[config.mk]
export PLATFORM = sky130hd
export DESIGN_NAME = rf_read_sched
export DESIGN_NICKNAME = d
export VERILOG_FILES = /design/src/rtl/rf_sched_pkg.sv /design/src/rtl/rf_bypass_mux.sv /design/src/rtl/rf_read_sched.sv
export SDC_FILE = /design/constraint.sdc
export NUM_CORES = 1
export LEC_CHECK = 0
export CAP_MARGIN = 5
export CORE_UTILIZATION = 35
export CTS_BUF_LIST = sky130_fd_sc_hd__clkbuf_16
export DETAILED_ROUTE_END_ITERATION = 10
export MAX_ROUTING_LAYER = met4
export PLACE_DENSITY = 0.74
export SETUP_SLACK_MARGIN = 0.2
export SLEW_MARGIN = 15
export SYNTH_ARGS = -nofsm -noshare
export SYNTH_HDL_FRONTEND = slang
export SYNTH_SLANG_ARGS = --single-unit
export TNS_END_PERCENT = 1
[constraint.sdc]
create_clock -name clk -period 2.65 [get_ports clk]
set_input_delay 0.53 -clock clk [delete_from_list [all_inputs] [get_ports clk]]
set_output_delay 0.53 -clock clk [all_outputs]
set_load 0.02 [all_outputs]
[src/rtl/rf_sched_pkg.sv]
// Shared types and defaults for the register-file read scheduler.
package rf_sched_pkg;

  localparam int XLEN_DEF   = 32;
  localparam int RADR_W_DEF = 5;

  typedef enum logic [2:0] {
    IDLE,
    RS1,
    RS2,
    DONE,
    DBG,
    DBGCAP
  } state_t;

  // Which requester currently holds round-robin priority
  typedef enum logic {
    OWN_ID,
    OWN_DBG
  } owner_t;

endpackage

[src/rtl/rf_bypass_mux.sv]
// Write-to-read forwarding select, instanced only when RF_READ_BYPASS_EN is defined.
module rf_bypass_mux
  import rf_sched_pkg::*;
#(
  parameter int XLEN   = XLEN_DEF,
  parameter int RADR_W = RADR_W_DEF
) (
  input  logic              clk,
  input  logic              rst,
  input  logic [RADR_W-1:0] ram_radr,
  input  logic [RADR_W-1:0] cap_adr,
  input  logic              wb_wen,
  input  logic [RADR_W-1:0] wb_adr,
  input  logic [XLEN-1:0]   wb_wdata,
  input  logic [XLEN-1:0]   ram_rdata,
  output logic [XLEN-1:0]   rd_data
);

  logic            lat_hit;
  logic [XLEN-1:0] lat_data;
  logic            hit_now;

  // A write landing in the address cycle may not be visible in the RAM read yet
  always_ff @(posedge clk) begin
    if (rst) begin
      lat_hit  <= 1'b0;
      lat_data <= '0;
    end else begin
      lat_hit  <= wb_wen && (wb_adr == ram_radr) && (ram_radr != '0);
      lat_data <= wb_wdata;
    end
  end

  always_comb begin
    hit_now = wb_wen && (wb_adr == cap_adr) && (cap_adr != '0);
    if (hit_now)
      rd_data = wb_wdata;
    else if (lat_hit)
      rd_data = lat_data;
    else
      rd_data = ram_rdata;
  end

endmodule

[src/rtl/rf_read_sched.sv]
// Operand/debug read scheduler over a single-read-port register file RAM.
// Optional forwarding enabled by defining RF_READ_BYPASS_EN.
module rf_read_sched
  import rf_sched_pkg::*;
#(
  parameter int XLEN   = XLEN_DEF,
  parameter int RADR_W = RADR_W_DEF
) (
  input  logic              clk,
  input  logic              rst,
  input  logic              id_req,
  input  logic [RADR_W-1:0] id_rs1,
  input  logic [RADR_W-1:0] id_rs2,
  input  logic              stall,
  input  logic              dbg_req,
  input  logic [RADR_W-1:0] dbg_adr,
  output logic              dbg_ack,
  output logic [XLEN-1:0]   dbg_rdata,
  input  logic              wb_wen,
  input  logic [RADR_W-1:0] wb_adr,
  input  logic [XLEN-1:0]   wb_wdata,
  output logic [RADR_W-1:0] ram_radr,
  input  logic [XLEN-1:0]   ram_rdata,
  output logic [XLEN-1:0]   rs1_data,
  output logic [XLEN-1:0]   rs2_data,
  output logic              id_done,
  output logic              id_busy
);

  state_t            state, state_nxt;
  owner_t            prio, prio_nxt;
  logic [RADR_W-1:0] adr_q;
  logic [XLEN-1:0]   rs1_q, rs2_q, dbg_q;
  logic [XLEN-1:0]   rd_val, cap_val;
  logic              id_ok;

`ifdef RF_READ_BYPASS_EN
  rf_bypass_mux #(
    .XLEN   (XLEN),
    .RADR_W (RADR_W)
  ) u_bypass (
    .clk       (clk),
    .rst       (rst),
    .ram_radr  (ram_radr),
    .cap_adr   (adr_q),
    .wb_wen    (wb_wen),
    .wb_adr    (wb_adr),
    .wb_wdata  (wb_wdata),
    .ram_rdata (ram_rdata),
    .rd_data   (rd_val)
  );
`else
  logic unused_wb;
  assign unused_wb = ^{wb_wen, wb_adr, wb_wdata};
  assign rd_val    = ram_rdata;
`endif

  assign cap_val = (adr_q == '0) ? '0 : rd_val;
  assign id_ok   = id_req && !stall;

  always_comb begin
    state_nxt = state;
    prio_nxt  = prio;
    ram_radr  = dbg_adr;
    unique case (state)
      IDLE: begin
        if (id_ok && (!dbg_req || prio == OWN_ID)) begin
          ram_radr  = id_rs1;
          state_nxt = RS1;
          prio_nxt  = OWN_DBG;
        end else if (dbg_req) begin
          state_nxt = DBG;
          prio_nxt  = OWN_ID;
        end
      end
      RS1: begin
        ram_radr  = id_rs1;
        state_nxt = stall ? IDLE : RS2;
      end
      RS2: begin
        ram_radr  = id_rs2;
        state_nxt = stall ? IDLE : DONE;
      end
      DONE:    state_nxt = IDLE;
      DBG:     state_nxt = DBGCAP;
      DBGCAP:  state_nxt = IDLE;
      default: state_nxt = IDLE;
    endcase
  end

  // RAM data lags its address by a cycle, so adr_q names what ram_rdata holds
  always_ff @(posedge clk) begin
    if (rst) begin
      state <= IDLE;
      prio  <= OWN_ID;
      adr_q <= '0;
      rs1_q <= '0;
      rs2_q <= '0;
      dbg_q <= '0;
    end else begin
      state <= state_nxt;
      prio  <= prio_nxt;
      adr_q <= ram_radr;
      if (state == RS2)    rs1_q <= cap_val;
      if (state == DONE)   rs2_q <= cap_val;
      if (state == DBGCAP) dbg_q <= cap_val;
    end
  end

  // Capture cycles present the fresh value directly; the register holds it after
  assign rs1_data  = (state == RS2)    ? cap_val : rs1_q;
  assign rs2_data  = (state == DONE)   ? cap_val : rs2_q;
  assign dbg_rdata = (state == DBGCAP) ? cap_val : dbg_q;
  assign id_done   = (state == DONE);
  assign dbg_ack   = (state == DBGCAP);
  assign id_busy   = (state == RS1) || (state == RS2) || (state == DONE);

endmodule

==> run metrics <==
part of the power in combinational logic=roughly a fifth; Synth Register Bits=105; fin nets=roughly 870; Total Wirelength=about 14000 um; GR met2 Demand/Resource=31.8%; Root Buffer Master=clkbuf_16; total CTS buffers=9; clock share of power=36.8%; I/O pins=194; Setup CP Type=primary input to output pin; Clock Tree Buf Depth=2; Placed Cells=about 940; cell area after placement=0.00658 sq mm; WP depth=7; TritonRoute pass-1 iters=5; Fmax=about 390 MHz; CP required=approximately 2.1 ns; layout cells sized above 1=12.9%; CP Capture Type=output pin; CTS Sinks=105; PwrDens=537 mW/mm^2; Sw Share=27.2%; largest net degree at the start of global routing=51; DIE AREA=0.0141 sq mm; post-route cell area=0.00693 sq mm; PortBufs=155; first-pass GRT wire length=22500 um; GRT met3 Usage=3.67%; clock skew=0.00478 ns; CP arrival=between 2 and 2.5 ns; CP max stage cell=clkdlybuf4s50_1; grt peak-use layer=met2; Vias per Instance=5.17; Pleak=3.25 nW; Buf+Inv Stages, Crit Path=3; FF-to-FF Start=state[1]; VDD IR max=284 uV; Crit. Startpoint=stall; non-filler cells, final=958; Flop pwr share=43.7%; Reg area=0.00210 sq mm; Die Y=119 um; DR iter-0 viols=429; Slew @ Worst Pin=0.596 ns; CP peak stage delay=around 0.52 ns; Worst-Skew Late Latency=0.34 ns; number of antenna violations at the first check in global routing=0; adder-cell area share of the yosys netlist=0%; Avg Cell Area, Syn=7.55 sq um; grt met1 use=26.5%; row cnt=42; startpoint types=primary input; Pwr Total=3.72 mW; Mapped Cells=632; largest family of logic cells by synthesized area=simple AND/OR/NAND/NOR gates; post-synthesis simple-gate area fraction=roughly 30%; yosys warns=0; DRC viols=0; final count of hold timing violations=0; Layout Area Growth over Synthesis=45.3%; Layout Utilization=52.4%; total track usage=20.5%; CTS tree=done; DR vias=about 5000; Slew Limit Headroom=between 60 and 70%; mux cell area share after synthesis=0%; clk slew on worst S/H paths=approximately 0.070 ns; min Tclk post-route=~2.5 ns; gr ovfl total=0; post-DR wirelength/cell=14.9 um; Synth area leader=dfxtp_1; diode count=0; HP Class=flip-flop to flip-flop; crit path max fanout=4; Initial Utilization=36.0%; worst reg2reg path depth=5; hold_ws=0.463 ns; top cell type's share of synthesized area=44.1%; Core Area=between 0.01 and 0.015 sq mm; vias in the first global route=4417; fill count=1315; R2R Path End=rs2_q[0]; Top delay family on crit path=buffers and inverters; compound-gate portion of the synthesized area=19.5%; max-slew violations=0; H-tree depth=3; DP HPWL=9290 um; Multi-input gate area=between 0.002 and 0.0025 sq mm; Post-Syn Nets=between 700 and 800; Max-Cap Viols=0; register area share after synthesis=44.1%; Routed Antenna Nets=0; Psw=1.01 mW; Post-Syn Area=0.00477 sq mm; CTS Hold Bufs=0; setup repair after global routing missed its margin=true; worst-path cell chain=clkdlybuf4s50_1 -> nor2b_4 -> a21o_1 -> buf_4 -> a31oi_2 -> nand2_1 -> clkdlybuf4s15_2; xor and xnor area share after synthesis=0.184%; GP Congestion=around 0.80; Critical Path End=ram_radr[3]; status=finished, final reports clean; largest cells by area after synthesis=dfxtp_1, nand2_1, a21oi_1; Synth cell types=29; Int Power=2.71 mW; R2R Setup Slk=0.93 ns; part of the cycle the worst path needs=95.7%; Die Width=119 um; Final setup viols=0
==> power groups by stage <==
stage / clock (mW) / sequential [mW] / combinational (mW)
finish: 1.37 / 1.63 / 0.726
global route: 1.47 / 1.63 / 0.780
CTS: 1.40 / 1.63 / 0.693
detailed placement: 0 / 1.66 / 0.661
global placement: 0 / 1.66 / 0.661
floorplan: 0 / 1.65 / 0.360
==> timing repair <==
action                     in CTS  in global routing
gates resized for setup       111                  9
pin swaps                       2                  2
buffers inserted                2                  2
gates cloned                    1                  1
hold endpoints to repair        0                  0
setup endpoints to repair     103                 50
==> per-layer routing <==
metal  share of wire, %  vias up  routed length (um)
met5                  0        -                   0
met4                1.5        0                 208
met3                5.9       15                 849
met2                 46      177                6530
met1                 47     2291                6690
li1                   -     2468                   -
==> registers in the layout, indices dropped and copies added (netlist names) <==
register,flops
dbg_q,32
rs1_q,32
rs2_q,32
adr_q,5
state,3
prio,1
==> placed cells by master, fill, tap and decap left out, drive strengths merged <==
master | Yosys | final
buf | 27 | 39
o31a | 1 | 1
xnor2 | 1 | 1
a21boi | 1 | 1
nand4 | 32 | 32
nand2 | 200 | 200
a21o | 1 | 1
or2 | 1 | 1
nor4 | 2 | 2
clkdlybuf4s15 | 0 | 3
nor2 | 5 | 5
inv | 2 | 4
a31oi | 5 | 5
clkdlybuf4s50 | 0 | 69
nand2b | 3 | 3
nor3 | 3 | 3
clkinv | 0 | 2
dfxtp | 105 | 105
a311oi | 1 | 1
dlymetal6s2s | 0 | 1
and2 | 1 | 1
clkbuf | 29 | 10
bufinv | 0 | 2
nand3b | 33 | 33
nor2b | 1 | 1
a32o | 5 | 5
a21oi | 72 | 72
dlygate4sd2 | 0 | 78
nand3 | 32 | 32
o21ai | 69 | 69
==> logic make-up (layout without fill, tap and decap cells) <==
group | count (synthesis) | after routing
AOI/OAI and AO/OA | 155 | 155
xor gates and xnor gates | 1 | 1
buffers and inverters | 58 | 208
DFF | 105 | 105
and+or+nand+nor | 313 | 313
==> worst min-delay path by stage <==
stage	start	end	slack (ns)	cells past startpoint
final	rs1_q[21]	rs1_q[21]	0.46	2
after global routing	rs1_q[24]	rs1_q[24]	0.48	2
after CTS	rs1_q[13]	rs1_q[13]	0.46	2
after detailed placement	rs1_q[13]	rs1_q[13]	0.46	2
after global placement	dbg_q[8]	dbg_q[8]	0.45	2
after floorplan	dbg_q[0]	dbg_q[0]	0.44	2
==> synthesized netlist by cell type (all sizes together) <==
master	number
a21boi	1
a21o	1
a21oi	72
a311oi	1
a31oi	5
a32o	5
and2	1
buf	27
clkbuf	29
dfxtp	105
inv	2
nand2	200
nand2b	3
nand3	32
nand3b	33
nand4	32
nor2	5
nor2b	1
nor3	3
nor4	2
o21ai	69
o31a	1
or2	1
xnor2	1
==> cell type report <==
class	instances	share of cell area [%]
multi-input combinational	469	35.5
sequential	105	30.4
timing repair buffer	191	26.5
clock buffer	9	3.25
tap	176	3.18
clock inverter	6	1.10
inverter	2	0.108
==> worst min-delay path, cell delays in order (launching register included) <==
cell,delay (ns)
dfxtp_1,0.30
nand2_1,0.06
a21oi_1,0.06
==> through the flow <==
stage / setup TNS, ns / setup WS (ns)
after floorplan: 0 / 0.535
after global placement: -1.77 / -0.356
after detailed placement: -1.66 / -0.348
after CTS: 0 / 0.0744
after global routing: 0 / 0.0385
final: 0 / 0.114
No activity file was read; power rests on OpenSTA's default activity.
==> patch: new RTL, same settings <==
Encoding of `state_t`: now one-hot (6 bits for 6 states).
--- a/src/rtl/rf_sched_pkg.sv
+++ b/src/rtl/rf_sched_pkg.sv
@@ -5,11 +5,11 @@
   localparam int RADR_W_DEF = 5;
 
-  typedef enum logic [2:0] {
-    IDLE,
-    RS1,
-    RS2,
-    DONE,
-    DBG,
-    DBGCAP
+  typedef enum logic [5:0] {
+    IDLE   = 6'b000001,
+    RS1    = 6'b000010,
+    RS2    = 6'b000100,
+    DONE   = 6'b001000,
+    DBG    = 6'b010000,
+    DBGCAP = 6'b100000
   } state_t;
 
Behaviour: same outputs for any inputs over 10 cycles, from zero or initial values and one cycle with rst high; not proved beyond that.
==> patch against the original RTL <==
Non-clock buffer count grew 20. Wire length shrank 2.4%. Clock skew grew 4.6 ps. Combinational power shrank 34%. Total power shrank 8.3%. Maximum frequency shrank 1.2%. Cell area grew 2.8%. Sequential cell count grew 3. Critical path type is now flip-flop to primary output. Setup slack lost 30 ps. Utilization grew 1.7 points. Area after synthesis shrank 1.3%. Register-to-register slack lost 20 ps.
==> patch: results (changes against the original RTL) <==
[cells_and_area]
layout-drive-gt1-share_pct=21.7  ; was 12.9%
nets=837  ; was 868
fin_cells=928  ; was 958

[sta]
tightestPinTransition_ps=624  ; was 596 ps
fin_worst_skew_ps=9.39  ; was 4.78 ps

[status]
status=complete, no violations  ; unchanged

[grt]
antenna_found_initial=0  ; unchanged
grt_pass1_wl_mm=20.9  ; was 22.5 mm
track_usage_pct=19.4  ; was 20.5%
grt_max_degree=57  ; was 51
first_global_vias=4321  ; was 4417

[power]
p_leak_nw=4.08  ; was 3.25 nW
max-vdd-ir-drop_mv=0.259  ; was 0.284 mV

[detailed_routing]
vias=4402  ; was 4951
drt_iter0_drc=231  ; was 429
wl_mm=13.9  ; was 14.3 mm

[placed_design]
routabilityCongestion=0.853  ; was 0.802
dp_cells=888  ; was 937
placed_area_sq_um=6550  ; was 6580 sq um
portBuffers=155  ; unchanged
dpl.hpwl_mm=9.08  ; was 9.29 mm

[setup_path]
worst_ep_arrival_time_ps=2040  ; was 2010 ps
worstPathMaxFanout=5  ; was 4
slowest_stage=dfxtp_4  ; was clkdlybuf4s50_1
cpPeakStageDelay_ps=380  ; was 520 ps

[synthesis]
synth_nets=649  ; was 722
yosysWarnings=0  ; unchanged
yosysUniqueCellTypes=33  ; was 29
synthTopCellsByCount=dfxtp_1 (108), nand2_1 (106), nor2_1 (71), inv_1 (68), mux2i_1 (64)  ; was nand2_1 (200), dfxtp_1 (105), a21oi_1 (72), o21ai_0 (39), nand3b_1 (33)
yosys-top-cells-area=dfxtp_1 (46%), mux2i_1 (14%), nand2_1 (8.5%), nor2_1 (5.7%), inv_1 (5.4%)  ; was dfxtp_1 (44%), nand2_1 (16%), a21oi_1 (7.6%), o21ai_2 (5.5%), nand3b_1 (5.2%)
syn_avg_cell_area_sq_um=8.42  ; was 7.55 sq um
ys_seq_area_share_pct=45.9  ; was 44.1%

[clock_network]
clk_pin_slew_ps=70  ; about the same

[worst_hold_path]
min_path_type=flip-flop to flip-flop  ; unchanged

patch: cell types whose count changed after synthesis, sizes merged, moves of 8 or more:
cell and change:
nand2 -94, inv +66, nor2 +66, mux2i +64, o21ai -63, a21oi -34, nand3b -33, a21boi +31
nand4 -31, nand3 -26, buf -14, clkbuf -8
patch: final timing paths:
| check | start | endpoint | slack, ps | cells after the start |
|---|---|---|---|---|
| worst max-delay path | state[2] | rs2_data[31] | 80 | 9 |
| worst min-delay path | rs1_q[9] | rs1_q[9] | 460 | 2 |
| worst max register to register | state[2] | rs2_q[31] | 910 | 9 |
| worst min register to register | rs1_q[9] | rs1_q[9] | 460 | 2 |
patch: kinds of logic (layout without fill, tap and decap cells):
group | after synthesis | in the layout | share of synthesized area [%]
compound gates | 85 | 85 | 11.4
xor+xnor | 1 | 1 | 0.186
buf+inv | 102 | 295 | 10.6
flops | 108 | 108 | 45.9
mux | 64 | 64 | 13.6
simple gates | 199 | 199 | 18.3
patch: critical path, delay by kind of cell, from the launching register on:
kind	cells	cell delay, ps
mux	1	180
flops	1	380
simple gates	2	330
buf+inv	6	800
patch: layout make-up:
type | count | area (sq um)
Clock buffer | 9 | 225
Clock inverter | 7 | 66.3
Fill cell | 1229 | 6060
Inverter | 68 | 255
Multi-Input combinational cell | 349 | 2220
Sequential cell | 108 | 2170
Tap cell | 176 | 220
Timing Repair Buffer | 211 | 1970
patch: where the power goes:
group | leakage (nW) | switching [mW] | internal, mW
clock | 0.144 | 0.627 | 0.661
combinational | 3.06 | 0.240 | 0.236
sequential | 0.873 | 0.0161 | 1.64
total | 4.08 | 0.884 | 2.53
patch: through the flow:
stage | worst slack (ps) | power (mW)
6_report | 84.5 | 3.42
5_1_grt | 6.88 | 3.55
4_1_cts | 24.1 | 3.42
3_5_place_dp | -379 | 2.08
3_3_place_gp | -286 | 2.07
2_1_floorplan | 753 | 1.88
patch: routing by layer:
layer  share of wire [%]  up-vias  track usage [%]
met2                  48      137             33.3
met4                 1.9        0             6.57
met5                   0        -                -
met3                 4.5       16             2.66
li1                    -     2170                -
met1                  45     2079             23.3
patch: what timing repair did:
item / in CTS / in global routing
cloned: 0 / 3
pin swaps: 4 / 4
gates resized for setup: 222 / 71
hold endpoints to repair: 0 / 0
setup endpoints to repair: 103 / 103
setup buffers: 6 / 15
